`config.mk`:
```
export PLATFORM = sky130hd
export DESIGN_NAME = ber_counter_flat
export DESIGN_NICKNAME = d
export VERILOG_FILES = /design/src/rtl/ber_counter_if.sv /design/src/rtl/ber_counter.sv /design/src/flat_wrapper.sv
export SDC_FILE = /design/constraint.sdc
export NUM_CORES = 1
export LEC_CHECK = 0
export ABC_CLOCK_PERIOD_IN_PS = 16400
export CAP_MARGIN = 25
export CORE_ASPECT_RATIO = 0.5
export CORE_MARGIN = 8
export CORE_UTILIZATION = 60
export CTS_BUF_LIST = sky130_fd_sc_hd__clkbuf_8
export DETAILED_ROUTE_END_ITERATION = 10
export PLACE_DENSITY = 0.79
export SLEW_MARGIN = 20
export SYNTH_ARGS = -nofsm -noshare
export SYNTH_HDL_FRONTEND = slang
export SYNTH_SLANG_ARGS = --single-unit
```
`constraint.sdc`:
```
create_clock -name clk -period 16.4 [get_ports clk]
set_input_delay 3.28 -clock clk [delete_from_list [all_inputs] [get_ports clk]]
set_output_delay 3.28 -clock clk [all_outputs]
set_load 0.1 [all_outputs]
```
`src/rtl/ber_counter_if.sv`:
```
// ber_counter_if: signal bundle between the soft-rx control path and one
// ber_counter branch.
//   i_enable    soft rx enable; low freezes the counter
//   i_clear     synchronous soft clear (active-high)
//   i_valid     one strobe per received symbol
//   i_ref_bit   transmitted PRBS reference bit
//   i_rx_bit    detected received bit
//   o_accum_err accumulated bit errors since lock
//   o_accum_bit accumulated compared bits since lock
//   o_locked    reference-to-receive delay is locked
//   o_delay     current candidate (SEARCH) or locked delay
// Modports: master drives the strobes and reads results; slave is the counter.
interface ber_counter_if #(
  parameter int NBT_COUNT_BITS_ERR = 64,
  parameter int DELAY_W            = 9
);
  logic                          i_enable;
  logic                          i_clear;
  logic                          i_valid;
  logic                          i_ref_bit;
  logic                          i_rx_bit;
  logic [NBT_COUNT_BITS_ERR-1:0] o_accum_err;
  logic [NBT_COUNT_BITS_ERR-1:0] o_accum_bit;
  logic                          o_locked;
  logic [DELAY_W-1:0]            o_delay;

  modport master (
    output i_enable, i_clear, i_valid, i_ref_bit, i_rx_bit,
    input  o_accum_err, o_accum_bit, o_locked, o_delay
  );

  modport slave (
    input  i_enable, i_clear, i_valid, i_ref_bit, i_rx_bit,
    output o_accum_err, o_accum_bit, o_locked, o_delay
  );
endinterface

```
`src/rtl/ber_counter.sv`:
```
// ber_counter: per-branch bit-error-rate counter (one instance for I, one
// for Q). Searches for the delay between the transmitted PRBS reference and
// the detected receive stream, locks on it, then accumulates compared bits
// and bit errors in independently saturating counters.
// Ports:
//   clk      system clock
//   i_reset  asynchronous active-low reset
//   bus      ber_counter_if slave modport (enable/clear/valid/bits in,
//            accumulators/lock/delay out); all outputs are registered.
module ber_counter #(
  parameter int NBT_COUNT_BITS_ERR = 64,
  parameter int MAX_DELAY          = 512,
  parameter int SYNC_WINDOW        = 511,
  parameter int ERR_THRESHOLD      = 0,
  parameter int LOSS_THRESHOLD     = 128
) (
  input  logic          clk,
  input  logic          i_reset,
  ber_counter_if.slave  bus
);

  localparam int DW = $clog2(MAX_DELAY);
  localparam int CW = $clog2(SYNC_WINDOW + 1);
  localparam int NW = NBT_COUNT_BITS_ERR;

  typedef enum logic {SEARCH, LOCKED} state_t;

  state_t               state_q,   state_d;
  logic [MAX_DELAY-2:0] sr_q,      sr_d;
  logic [DW-1:0]        delay_q,   delay_d;
  logic [CW-1:0]        win_cnt_q, win_cnt_d;
  logic [CW-1:0]        win_err_q, win_err_d;
  logic [NW-1:0]        acc_err_q, acc_err_d;
  logic [NW-1:0]        acc_bit_q, acc_bit_d;

  logic                 accept;
  logic [MAX_DELAY-1:0] hist;
  logic                 mismatch;
  logic [31:0]          win_total;
  logic                 win_end;
  logic [DW-1:0]        next_delay;

  // Current reference bit sits at position 0, older bits above it, so the
  // candidate delay indexes the compare bit directly.
  assign accept     = bus.i_enable & bus.i_valid;
  assign hist       = {sr_q, bus.i_ref_bit};
  assign mismatch   = hist[delay_q] ^ bus.i_rx_bit;
  assign win_total  = 32'(win_err_q) + 32'(mismatch);
  assign win_end    = (win_cnt_q == CW'(SYNC_WINDOW - 1));
  assign next_delay = (delay_q == DW'(MAX_DELAY - 1)) ? '0 : delay_q + 1'b1;

  always_comb begin
    // NOTE: every next-state value defaults to its register first, so no
    // path through the branches below can leave a latch behind.
    state_d   = state_q;
    sr_d      = sr_q;
    delay_d   = delay_q;
    win_cnt_d = win_cnt_q;
    win_err_d = win_err_q;
    acc_err_d = acc_err_q;
    acc_bit_d = acc_bit_q;

    if (bus.i_clear) begin
      state_d   = SEARCH;
      sr_d      = '0;
      delay_d   = '0;
      win_cnt_d = '0;
      win_err_d = '0;
      acc_err_d = '0;
      acc_bit_d = '0;
    end else if (accept) begin
      sr_d      = {sr_q[MAX_DELAY-3:0], bus.i_ref_bit};
      win_cnt_d = win_cnt_q + 1'b1;
      win_err_d = win_err_q + CW'(mismatch);

      // Accumulate on the state held before this valid; the locking valid
      // itself is therefore never counted.
      if (state_q == LOCKED) begin
        if (acc_bit_q != '1)            acc_bit_d = acc_bit_q + 1'b1;
        if (mismatch && acc_err_q != '1) acc_err_d = acc_err_q + 1'b1;
      end

      if (win_end) begin
        win_cnt_d = '0;
        win_err_d = '0;
        case (state_q)
          SEARCH: begin
            if (win_total <= 32'(ERR_THRESHOLD)) begin
              state_d   = LOCKED;
              acc_err_d = '0;
              acc_bit_d = '0;
            end else begin
              delay_d = next_delay;
            end
          end
          LOCKED: begin
            if (win_total > 32'(LOSS_THRESHOLD)) begin
              state_d = SEARCH;
              delay_d = next_delay;
            end
          end
          default: state_d = SEARCH;
        endcase
      end
    end
  end

  always_ff @(posedge clk or negedge i_reset) begin
    if (!i_reset) begin
      state_q   <= SEARCH;
      // NOTE: the reference history is a plain shift register, not a RAM,
      // and must start at zero, so it is reset with everything else.
      sr_q      <= '0;
      delay_q   <= '0;
      win_cnt_q <= '0;
      win_err_q <= '0;
      acc_err_q <= '0;
      acc_bit_q <= '0;
    end else begin
      // NOTE: non-blocking updates so every register samples pre-edge values.
      state_q   <= state_d;
      sr_q      <= sr_d;
      delay_q   <= delay_d;
      win_cnt_q <= win_cnt_d;
      win_err_q <= win_err_d;
      acc_err_q <= acc_err_d;
      acc_bit_q <= acc_bit_d;
    end
  end

  assign bus.o_accum_err = acc_err_q;
  assign bus.o_accum_bit = acc_bit_q;
  assign bus.o_locked    = (state_q == LOCKED);
  assign bus.o_delay     = delay_q;

endmodule

```
`src/flat_wrapper.sv`:
```
// flat-port wrapper written by rule: the top's interface ports become plain ports
module ber_counter_flat 
#(
  parameter int NBT_COUNT_BITS_ERR = 64,
  parameter int MAX_DELAY          = 512,
  parameter int SYNC_WINDOW        = 511,
  parameter int ERR_THRESHOLD      = 0,
  parameter int LOSS_THRESHOLD     = 128
)
  (clk, i_reset, bus_i_enable, bus_i_clear, bus_i_valid, bus_i_ref_bit, bus_i_rx_bit, bus_o_accum_err, bus_o_accum_bit, bus_o_locked, bus_o_delay);
  ber_counter_if #(.NBT_COUNT_BITS_ERR(NBT_COUNT_BITS_ERR)) bus_i ();
  input  logic clk;
  input  logic i_reset;
  input wire logic [$bits(bus_i.i_enable)-1:0] bus_i_enable;
  input wire logic [$bits(bus_i.i_clear)-1:0] bus_i_clear;
  input wire logic [$bits(bus_i.i_valid)-1:0] bus_i_valid;
  input wire logic [$bits(bus_i.i_ref_bit)-1:0] bus_i_ref_bit;
  input wire logic [$bits(bus_i.i_rx_bit)-1:0] bus_i_rx_bit;
  output wire logic [$bits(bus_i.o_accum_err)-1:0] bus_o_accum_err;
  output wire logic [$bits(bus_i.o_accum_bit)-1:0] bus_o_accum_bit;
  output wire logic [$bits(bus_i.o_locked)-1:0] bus_o_locked;
  output wire logic [$bits(bus_i.o_delay)-1:0] bus_o_delay;
  assign bus_i.i_enable = bus_i_enable;
  assign bus_i.i_clear = bus_i_clear;
  assign bus_i.i_valid = bus_i_valid;
  assign bus_i.i_ref_bit = bus_i_ref_bit;
  assign bus_i.i_rx_bit = bus_i_rx_bit;
  assign bus_o_accum_err = bus_i.o_accum_err;
  assign bus_o_accum_bit = bus_i.o_accum_bit;
  assign bus_o_locked = bus_i.o_locked;
  assign bus_o_delay = bus_i.o_delay;
  ber_counter #(.NBT_COUNT_BITS_ERR(NBT_COUNT_BITS_ERR), .MAX_DELAY(MAX_DELAY), .SYNC_WINDOW(SYNC_WINDOW), .ERR_THRESHOLD(ERR_THRESHOLD), .LOSS_THRESHOLD(LOSS_THRESHOLD)) u_core (.clk(clk), .i_reset(i_reset), .bus(bus_i));
endmodule
```
==> impl_metrics.env <==
export IMPL_status="finished clean"
export IMPL_min_to="u_core.sr_q[263]"
export IMPL_drtAntennaViolNets=0
export IMPL_synth_area_um2=31200
export IMPL_synth_compound_area_share_pct=21.9
export IMPL_p_leak_nw=15.3
export IMPL_cts_max_level=3
export IMPL_synth_edff_count=0
export IMPL_ios=145
export IMPL_place_area_um2=32900
export IMPL_initial_core_util_pct=60.4
export IMPL_yosys_area_top_type="dfrtp_1"
export IMPL_grt_pass1_vias=22800
export IMPL_p_per_area_nw_per_um2=98.3
export IMPL_r2r_cells=19
export IMPL_maxSlewViolCount=0
export IMPL_ctsHoldBuffers=0
export IMPL_core_um2=51700
export IMPL_critPathRequiredTime_ns=16.95
export IMPL_clock_skew_final_ns=0.0326
export IMPL_finalCriticalPeriod_ns=8.47
export IMPL_yosys_area_share_simple_pct=9.77
export IMPL_final_common_cell="dfrtp_1"
export IMPL_worst_hold_path_type="reg2reg"
export IMPL_viasPerCell=6.86
export IMPL_synthesis_nets=2596
export IMPL_critPathLaunchType="primary input"
export IMPL_relSlewSlack_pct=26.0
export IMPL_cts_buffers=93
export IMPL_reg2reg_to="u_core.bus.o_accum_bit[1]"
export IMPL_row_count=59
export IMPL_postSynthCellCount=2581
export IMPL_synth_top_cell_area_share_pct=53.5
export IMPL_finalHoldViolations=0
export IMPL_critical_path_class="in2reg"
export IMPL_fillers=3696
export IMPL_fin_crit_sh_pct=51.6
export IMPL_clk_latency_ns=0.69
export IMPL_drtIter0Drc=2782
export IMPL_dpl_hpwl_mm=43.7
export IMPL_cts_tree="yes"
export IMPL_setup_violations=0
export IMPL_final_nets=2639
export IMPL_synth_top_family_by_area="compound AO/OA/AOI/OAI gates"
export IMPL_cts_resized=0
export IMPL_synth_fa_ha_area_share_pct=0.321
export IMPL_netlist_top_cells_area="dfrtp_1 53%, a22o_1 15%, mux4_2 9.7%"
export IMPL_fp_dieW_um=339
export IMPL_wire_per_inst_um=22.0
export IMPL_grt_start_max_net_pins=268
export IMPL_yosysWarnings=0
export IMPL_drive_gt1_share_pct=13.0
export IMPL_hold_start="u_core.sr_q[262]"
export IMPL_yosysSeqAreaShare_pct=53.5
export IMPL_post_cts_buffers=0
export IMPL_drtPass1Iterations=5
export IMPL_min_delay_path_depth=1
export IMPL_grt_first_pass_wirelength_mm=122
export IMPL_final_setup_tns_ns=0
export IMPL_end_kind="flip-flop"
export IMPL_final_core_util_pct=67.7
export IMPL_cap_violations=0
export IMPL_r2r_start="u_core.bus.o_delay[0]"
export IMPL_die_h_um=177
export IMPL_portBuffers=144
export IMPL_max_freq_mhz=118
export IMPL_rsz0062_at_grt="false"
export IMPL_ys_types=61
export IMPL_via_count=23300
export IMPL_ys_async_sr_fraction_pct=100
export IMPL_antenna_cells=0
export IMPL_cts_sinks=667
export IMPL_overflow=0
export IMPL_fin_total_pwr_w=0.00344
export IMPL_ctsLongestPathBuffers=3
export IMPL_antenna_found_initial=2
export IMPL_finalInstanceArea_um2=35000
export IMPL_peakVddDrop_uv=71.1
export IMPL_cts_root_buf="clkbuf_8"
export IMPL_cp_arrival_ns=9.02
export IMPL_postSynthAreaPerCell_um2=12.1
export IMPL_mostFrequentLayoutCells="664 x dfrtp_1, 517 x a22o_1, 197 x nand2_1"
export IMPL_crit_path_max_fanout=65
export IMPL_synth_flop_cell="dfrtp_1"
export IMPL_area_delta_synth_final_pct=12.1
export IMPL_place_congestion=0.860
export IMPL_drc=0
export IMPL_clkTransAtPathRegs_ns=0.07
export IMPL_synthXorXnorAreaFrac_pct=0.449
export IMPL_ys_ff_latch=667
export IMPL_dieArea_um2=60000
export IMPL_tightest_slew_ns=1.11
export IMPL_groute_usage_overall_pct=24.2
export IMPL_synth_area_mux_share_pct=10.8
export IMPL_fin_hold_ws_ns=0.507
export IMPL_wl_mm=74.9
export IMPL_r2r_setup_slack_ns=8.58
[power breakdown]
group	total [W]	switching (W)	internal, W
sequential	0.00168	0.0000317	0.00165
combinational	0.000413	0.000286	0.000127
clock	0.00134	0.000658	0.000687
[worst max-delay path: stages]
cell	delay (ns)
clkdlybuf4s50_1	0.43
mux4_2	0.46
a22oi_1	0.16
nand3_1	0.09
a21oi_1	0.30
nor3b_1	0.15
a21oi_4	0.42
xnor2_1	0.23
ha_1	0.22
ha_1	0.22
and3_1	0.22
nand3_1	0.12
xnor2_1	0.15
nor4_1	0.65
a31o_4	0.70
buf_4	0.66
o21ai_0	0.24
a32o_1	0.25
[flip-flops by register name, indices dropped and copies added (netlist names)]
name and flops:
u_core.bus.o_accum_bit 64, u_core.bus.o_accum_err 64, u_core.bus.o_delay 9, u_core.bus.o_locked 1
u_core.sr_q 511, u_core.win_cnt_q 9, u_core.win_err_q 9
[cells by family after synthesis]
kind of cell    count (synthesis)
flops                         667
simple gates                  605
xor+xnor                       16
mux                           168
buf+inv                       247
compound gates                870
fa+ha+maj                       8
[synthesized netlist by cell type, types with 35 or more instances]
| library cell | number |
|---|---|
| a21oi_1 | 48 |
| a22o_1 | 517 |
| a31oi_1 | 35 |
| and3_1 | 44 |
| clkbuf_1 | 168 |
| dfrtp_1 | 667 |
| mux4_2 | 134 |
| nand2_1 | 198 |
| nand3_1 | 97 |
| nand4_1 | 51 |
| nor2_1 | 70 |
| nor3_1 | 35 |
| o21ai_0 | 112 |
[routing by layer]
metal / track usage, % / wire length [um] / vias up
met5: 0 / 13 / -
met4: 6.77 / 1530 / 2
met3: 4.95 / 5030 / 116
met2: 37.4 / 34900 / 849
met1: 35.2 / 33400 / 12100
li1: - / - / 10200
[worst max path at each step]
| stage | start | endpoint | cells after the start | slack (ns) |
|---|---|---|---|---|
| CTS | bus_i_ref_bit | u_core.bus.o_accum_bit[19] | 18 | 7.98 |
| global placement | bus_i_ref_bit | u_core.bus.o_accum_bit[1] | 18 | 7.44 |
| detailed placement | bus_i_ref_bit | u_core.bus.o_accum_bit[19] | 18 | 7.28 |
| finish | bus_i_ref_bit | u_core.bus.o_accum_bit[1] | 18 | 7.93 |
| floorplan | bus_i_ref_bit | u_core.bus.o_accum_bit[42] | 20 | 9.22 |
| global route | bus_i_ref_bit | u_core.bus.o_accum_bit[0] | 19 | 7.58 |
[metrics by stage]
stage,instances,setup WS (ns)
global placement,3226,7.44
finish,3401,7.93
detailed placement,3226,7.28
global route,3401,7.58
CTS,3397,7.98
floorplan,2581,9.22
[layout make-up]
class,count,area [um2],share of cell area (%)
Timing Repair Buffer,176,1820,5.20
Clock inverter,50,290,0.830
Sequential cell,667,16700,47.7
Clock buffer,121,1670,4.76
Tap cell,701,877,2.51
Multi-Input combinational cell,1667,13600,38.8
Inverter,19,71.3,0.204
Power figures use the tool's default switching activity.
==> RTL change 1: new RTL, config.mk and constraints unchanged <==
`SYNC_WINDOW` is set to 511 in 2 places; all go to 2044.
--- a/src/rtl/ber_counter.sv
+++ b/src/rtl/ber_counter.sv
@@ -11,5 +11,5 @@
   parameter int NBT_COUNT_BITS_ERR = 64,
   parameter int MAX_DELAY          = 512,
-  parameter int SYNC_WINDOW        = 511,
+  parameter int SYNC_WINDOW        = 2044,
   parameter int ERR_THRESHOLD      = 0,
   parameter int LOSS_THRESHOLD     = 128
--- a/src/flat_wrapper.sv
+++ b/src/flat_wrapper.sv
@@ -4,5 +4,5 @@
   parameter int NBT_COUNT_BITS_ERR = 64,
   parameter int MAX_DELAY          = 512,
-  parameter int SYNC_WINDOW        = 511,
+  parameter int SYNC_WINDOW        = 2044,
   parameter int ERR_THRESHOLD      = 0,
   parameter int LOSS_THRESHOLD     = 128
Function: same outputs for any inputs over 4 cycles, from zero or initial values and one cycle with i_reset low; that may be too few to reach the edited logic, so the function may still have changed.
==> RTL change 1 against the original RTL <==
  * Critical path depth up 4
  * Cell count up 4.3%
  * Core utilization down 0.13 points
  * Setup slack worse by 0.77 ns
  * Fmax down 8.4%
  * Worst hold slack worse by 0.010 ns
  * Sequential cell count up 4
  * Wire length up 0.55%
  * Area after synthesis up 2.1%
  * Via count up 3.7%
  * Cell area up 0.80%
  * Power up 4.8%
  * Critical endpoint is now u_core.bus.o_accum_bit[30]
  * Largest power group unchanged
==> RTL change 1: results (changes against the original RTL) <==
| Metric | Value |
|---|---|
| Met3 routed WL | `5.03 mm (about the same)` |
| Setup bufs post-CTS | `0 (unchanged)` |
| HP Class | `flop to flop` |
| Iter 0 DRT Violations | `2656 (-4.5%)` |
| Synth top area cells | `dfrtp_1, a22o_1, mux2i_1` |
| M1 GR Usage | `0.355 (+0.00372)` |
| Antenna violations before repair | `0 (-2)` |
| Max clock buf depth | `3 (unchanged)` |
| Leakage | `15.7 nW (+2.5%)` |
| Met1 wire length | `34.3 mm (+2.7%)` |
| FILL cells | `3767 (+1.9%)` |
| Worst-path clk slew | `0.06 ns` |
| Seq/Total Area, Yosys | `0.527 (-0.00766)` |
| Global routing met2 resource utilization | `0.373 (-0.00149)` |
| Input/output buffers | `144 (unchanged)` |
| Synth top cells by count | `dfrtp_1, a22o_1, clkbuf_1` |
| Share of cells above drive strength 1 | `0.0854 (-0.0442)` |
| Outcome | `complete, no violations` |
| Critical Path AT | `9.83 ns (+0.81 ns)` |
| Worst Clk Skew | `0.0471 ns (+0.0145 ns)` |
| Pre-antenna DRT Iters | `5 (unchanged)` |
| TritonCTS Buffers | `92 (-1.1%)` |
| Largest net degree at the start of global routing | `258 (-3.7%)` |
| Slew Limit Headroom | `0.194 (-0.0655)` |
| Worst vdd rail ir drop | `0.000105 V (+47%)` |
| Cell variety after synth | `82 (+34%)` |
| H-tree depth | `3 (unchanged)` |
| CP max FO | `67 (+3.1%)` |
| Via count | `24200 (+3.7%)` |
| Grt met3 use | `0.0419 (-0.00760)` |
| Synth Warn # | `0 (unchanged)` |
| Top reg by flops | `u_core.sr_q` |
| Global placement routability congestion | `0.858 (-0.19%)` |
| CTS resizes | `0 (unchanged)` |
| Inserted Diodes | `0 (unchanged)` |
| Final wirelength | `75.3 mm (+0.55%)` |
| WL met2 | `34.4 mm (-1.6%)` |
| Area Growth Syn to Fin | `10.7%` |
| Vias in the first global route | `23300 (+2.3%)` |
| Top Layer Used | `met4` |
| Max reg flops | `511 (unchanged)` |
| GRT Total Usage | `0.243 (+0.000827)` |
| First-pass GRT wire length | `125 mm (+2.5%)` |
| DP HPWL | `43.7 mm (about the same)` |
| Layout Nets | `2792 (+5.8%)` |
| Root Buffer | `clkbuf_8` |
| Async set-or-reset flop fraction in the synthesized netlist | `1.00 (unchanged)` |
| Final antenna-violating net count | `0 (unchanged)` |
| Clock latency at the later pin of the worst-skew pair | `0.69 ns (about the same)` |
## RTL change 1: changes by cell type in the layout (fill, tap and decap cells not counted), sizes merged, moves of 9 or more
cell,delta
a21oi,+18
a22oi,+47
a31oi,-14
clkbuf,-9
inv,+13
mux2i,+140
mux4,-78
nand2,-17
nand3,+13
nor2,-13
nor4,+11
o21ai,+24
## RTL change 1: area by class of cell
cell class / count / area (sq um) / area share
timing repair buffer: 177 / 1860 / 0.0528
inverter: 24 / 90.1 / 0.00255
sequential: 671 / 16800 / 0.476
clock buffer: 112 / 1540 / 0.0437
clock inverter: 50 / 220 / 0.00624
multi-input combinational: 1812 / 13900 / 0.394
tap: 701 / 877 / 0.0249
## RTL change 1: cells by family after synthesis
group	count (synthesis)	synth area share
AOI/OAI and AO/OA	946	0.231
xor gates and xnor gates	18	0.00495
buffers and inverters	268	0.0389
adders and majority gates	8	0.00306
muxes	225	0.0937
DFF	671	0.527
and+or+nand+nor	615	0.101
## RTL change 1: per-stage QoR
stage | setup WS (ns) | instances | util | area (sq um) | hold slack, ns
finish | 7.16 | 3547 | 0.676 | 35300 | 0.497
CTS | 7.36 | 3541 | 0.673 | 35100 | 0.498
global placement | 6.86 | 3379 | 0.639 | 33300 | 0.466
floorplan | 8.90 | 2751 | - | 31900 | 0.447
detailed placement | 6.67 | 3379 | 0.639 | 33300 | 0.481
global route | 6.83 | 3547 | 0.676 | 35300 | 0.510
## RTL change 1: path summary, 6_finish.rpt
path	startpoint	end	slack, ns	cells after the start
max	bus_i_ref_bit	u_core.bus.o_accum_bit[30]	7.16	22
min	u_core.sr_q[510]	u_core.sr_q[510]	0.50	1
max reg2reg	u_core.bus.o_delay[0]	u_core.bus.o_accum_bit[30]	7.50	23
min reg2reg	u_core.sr_q[510]	u_core.sr_q[510]	0.50	1
max in group asynchronous	i_reset	u_core.sr_q[236]	10.87	4
min in group asynchronous	i_reset	u_core.bus.o_accum_err[30]	2.67	1
## RTL change 1: worst max-delay path: stages
cell and delay, ns:
clkdlybuf4s50_1 0.48, mux2i_1 0.07, a22oi_1 0.17, nand3_1 0.09, nand2_1 0.10, a211oi_1 0.06
nor4_2 0.68, nand2_1 0.21, xor2_1 0.70, inv_2 0.30, ha_1 0.31, ha_1 0.24
nand4_1 0.13, nor2_1 0.11, and3_1 0.23, and3_1 0.17, o21ai_0 0.50, o21a_4 0.65
buf_4 0.68, and2_1 0.29, nand3_1 0.09, o21ai_0 0.17
## RTL change 1: power by group
group	leakage [nW]	internal [mW]	switching [mW]
clock network	1.05	0.617	0.632
registers	9.37	1.66	0.0342
logic	5.27	0.216	0.443
total	15.7	2.50	1.11
==> RTL change 2: new RTL, config.mk and constraints unchanged <==
Without the edit above. `sr_q` no longer has a reset.
--- a/src/rtl/ber_counter.sv
+++ b/src/rtl/ber_counter.sv
@@ -111,5 +111,4 @@
       // NOTE: the reference history is a plain shift register, not a RAM,
       // and must start at zero, so it is reset with everything else.
-      sr_q      <= '0;
       delay_q   <= '0;
       win_cnt_q <= '0;
@@ -120,5 +119,4 @@
       // NOTE: non-blocking updates so every register samples pre-edge values.
       state_q   <= state_d;
-      sr_q      <= sr_d;
       delay_q   <= delay_d;
       win_cnt_q <= win_cnt_d;
@@ -127,4 +125,8 @@
       acc_bit_q <= acc_bit_d;
     end
+  end
+
+  always_ff @(posedge clk) begin
+    sr_q <= sr_d;
   end
 
Behaviour: no difference found for any inputs over 4 cycles, from zero or initial values and one cycle with i_reset low; that may be too few to reach the edited logic, so the function may still have changed.
==> RTL change 2 against the original RTL <==
  * Register-to-register slack got worse by 0.88 ns
  * Sequential cell count did not move
  * Cell area fell by 7.0%
  * Wire length fell by 6.3%
  * Area after synthesis fell by 6.1%
  * Core utilization fell by 0.44 points
  * Worst hold slack got worse by 0.031 ns
  * Cell count rose by 0.88%
  * Setup slack got worse by 0.78 ns
Power is not compared: it rests on default switching activity, and its combinational part moved more than twofold at a synthesized area within 25%.
==> RTL change 2: results (changes against the original RTL) <==
| Metric | Value |
|---|---|
| Outcome | `complete, no violations` |
| Top Layer Used | `met4` |
| Clock-cell share of area | `0.0561 (+0.000192)` |
| Cell variety after synth | `87 (+43%)` |
| Worst path max stage delay | `0.77 ns (+0.07 ns)` |
| Post-synth top flop | `dfxtp_1` |
| Slew Limit Headroom | `0.208 (-0.0517)` |
| Global placement routability congestion | `0.828 (-3.7%)` |
| Bufs w/o clock | `174 (-1.1%)` |
| Register area | `14100 sq um (-15%)` |
| Crit path to | `u_core.bus.o_accum_err[51]` |
| Count of clock buffers in the final design | `114 (-5.8%)` |
| Critical Path AT | `9.79 ns (+0.77 ns)` |
| CP max FO | `70 (+7.7%)` |
| Share of cells above drive strength 1 | `0.0985 (-0.0311)` |
| Number of ordinary inverters in the final layout | `14 (-5)` |
| Synth top area cells | `dfxtp_1, a22o_1, dfrtp_1` |
| Core Region | `48400 sq um (-6.4%)` |
| CP max-delay cell | `o41a_1` |
| Met1 wire length | `31.7 mm (-5.1%)` |
| Via count | `22800 (-2.1%)` |
| DP HPWL | `41.4 mm (-5.2%)` |
| Worst reg2reg path depth | `22 (+3)` |
| R2r setup slk | `7.70 ns (-0.88 ns)` |
| Grt met3 use | `0.0403 (-0.00920)` |
| Non-clock buffer share | `0.0549 (+0.00293)` |
| Met3 routed WL | `4.27 mm (-15%)` |
==> RTL change 2: cell count changes in the layout (fill, tap and decap cells not counted), moves of 20 or more <==
cell     delta
dfxtp_1   +511
dfrtp_1   -510
mux4_2     -59
mux2i_1    +58
mux4_1     +28
a31oi_1    -21
and3_1     +20
==> RTL change 2: metrics by stage <==
step	hold slack, ns	setup slack [ns]	cell area (sq um)	utilization
after CTS	0.481	7.27	32400	0.670
final	0.476	7.15	32500	0.673
after floorplan	0.446	8.91	29300	-
after detailed placement	0.469	6.57	30600	0.633
after global placement	0.466	6.85	30600	0.633
after global routing	0.508	6.66	32500	0.673
==> RTL change 2: how the worst min path moves through the flow <==
stage / from / endpoint / depth (start not counted)
after global placement: u_core.sr_q[52] / u_core.sr_q[53] / 1
after CTS: u_core.sr_q[357] / u_core.sr_q[358] / 1
final: u_core.sr_q[357] / u_core.sr_q[358] / 1
after global routing: u_core.sr_q[357] / u_core.sr_q[358] / 1
after detailed placement: u_core.sr_q[510] / u_core.sr_q[510] / 1
after floorplan: u_core.win_cnt_q[8] / u_core.win_cnt_q[8] / 1
==> RTL change 2: worst register-to-register path, stage by stage (launching register included) <==
cell	delay (ns)
dfrtp_4	1.03
buf_12	0.72
mux4_1	0.76
and2_1	0.17
a2111oi_0	0.66
o211ai_1	0.26
o21ai_0	0.21
a21o_1	0.14
o41a_1	0.77
xnor2_1	0.20
ha_1	0.22
ha_1	0.23
nand3_1	0.16
nor3_1	0.23
nand2_1	0.07
o21ai_0	0.06
nor3b_1	0.31
nand4_1	0.46
nand2_4	0.64
buf_4	0.71
nor2_1	0.12
and4_1	0.23
a211o_1	0.22
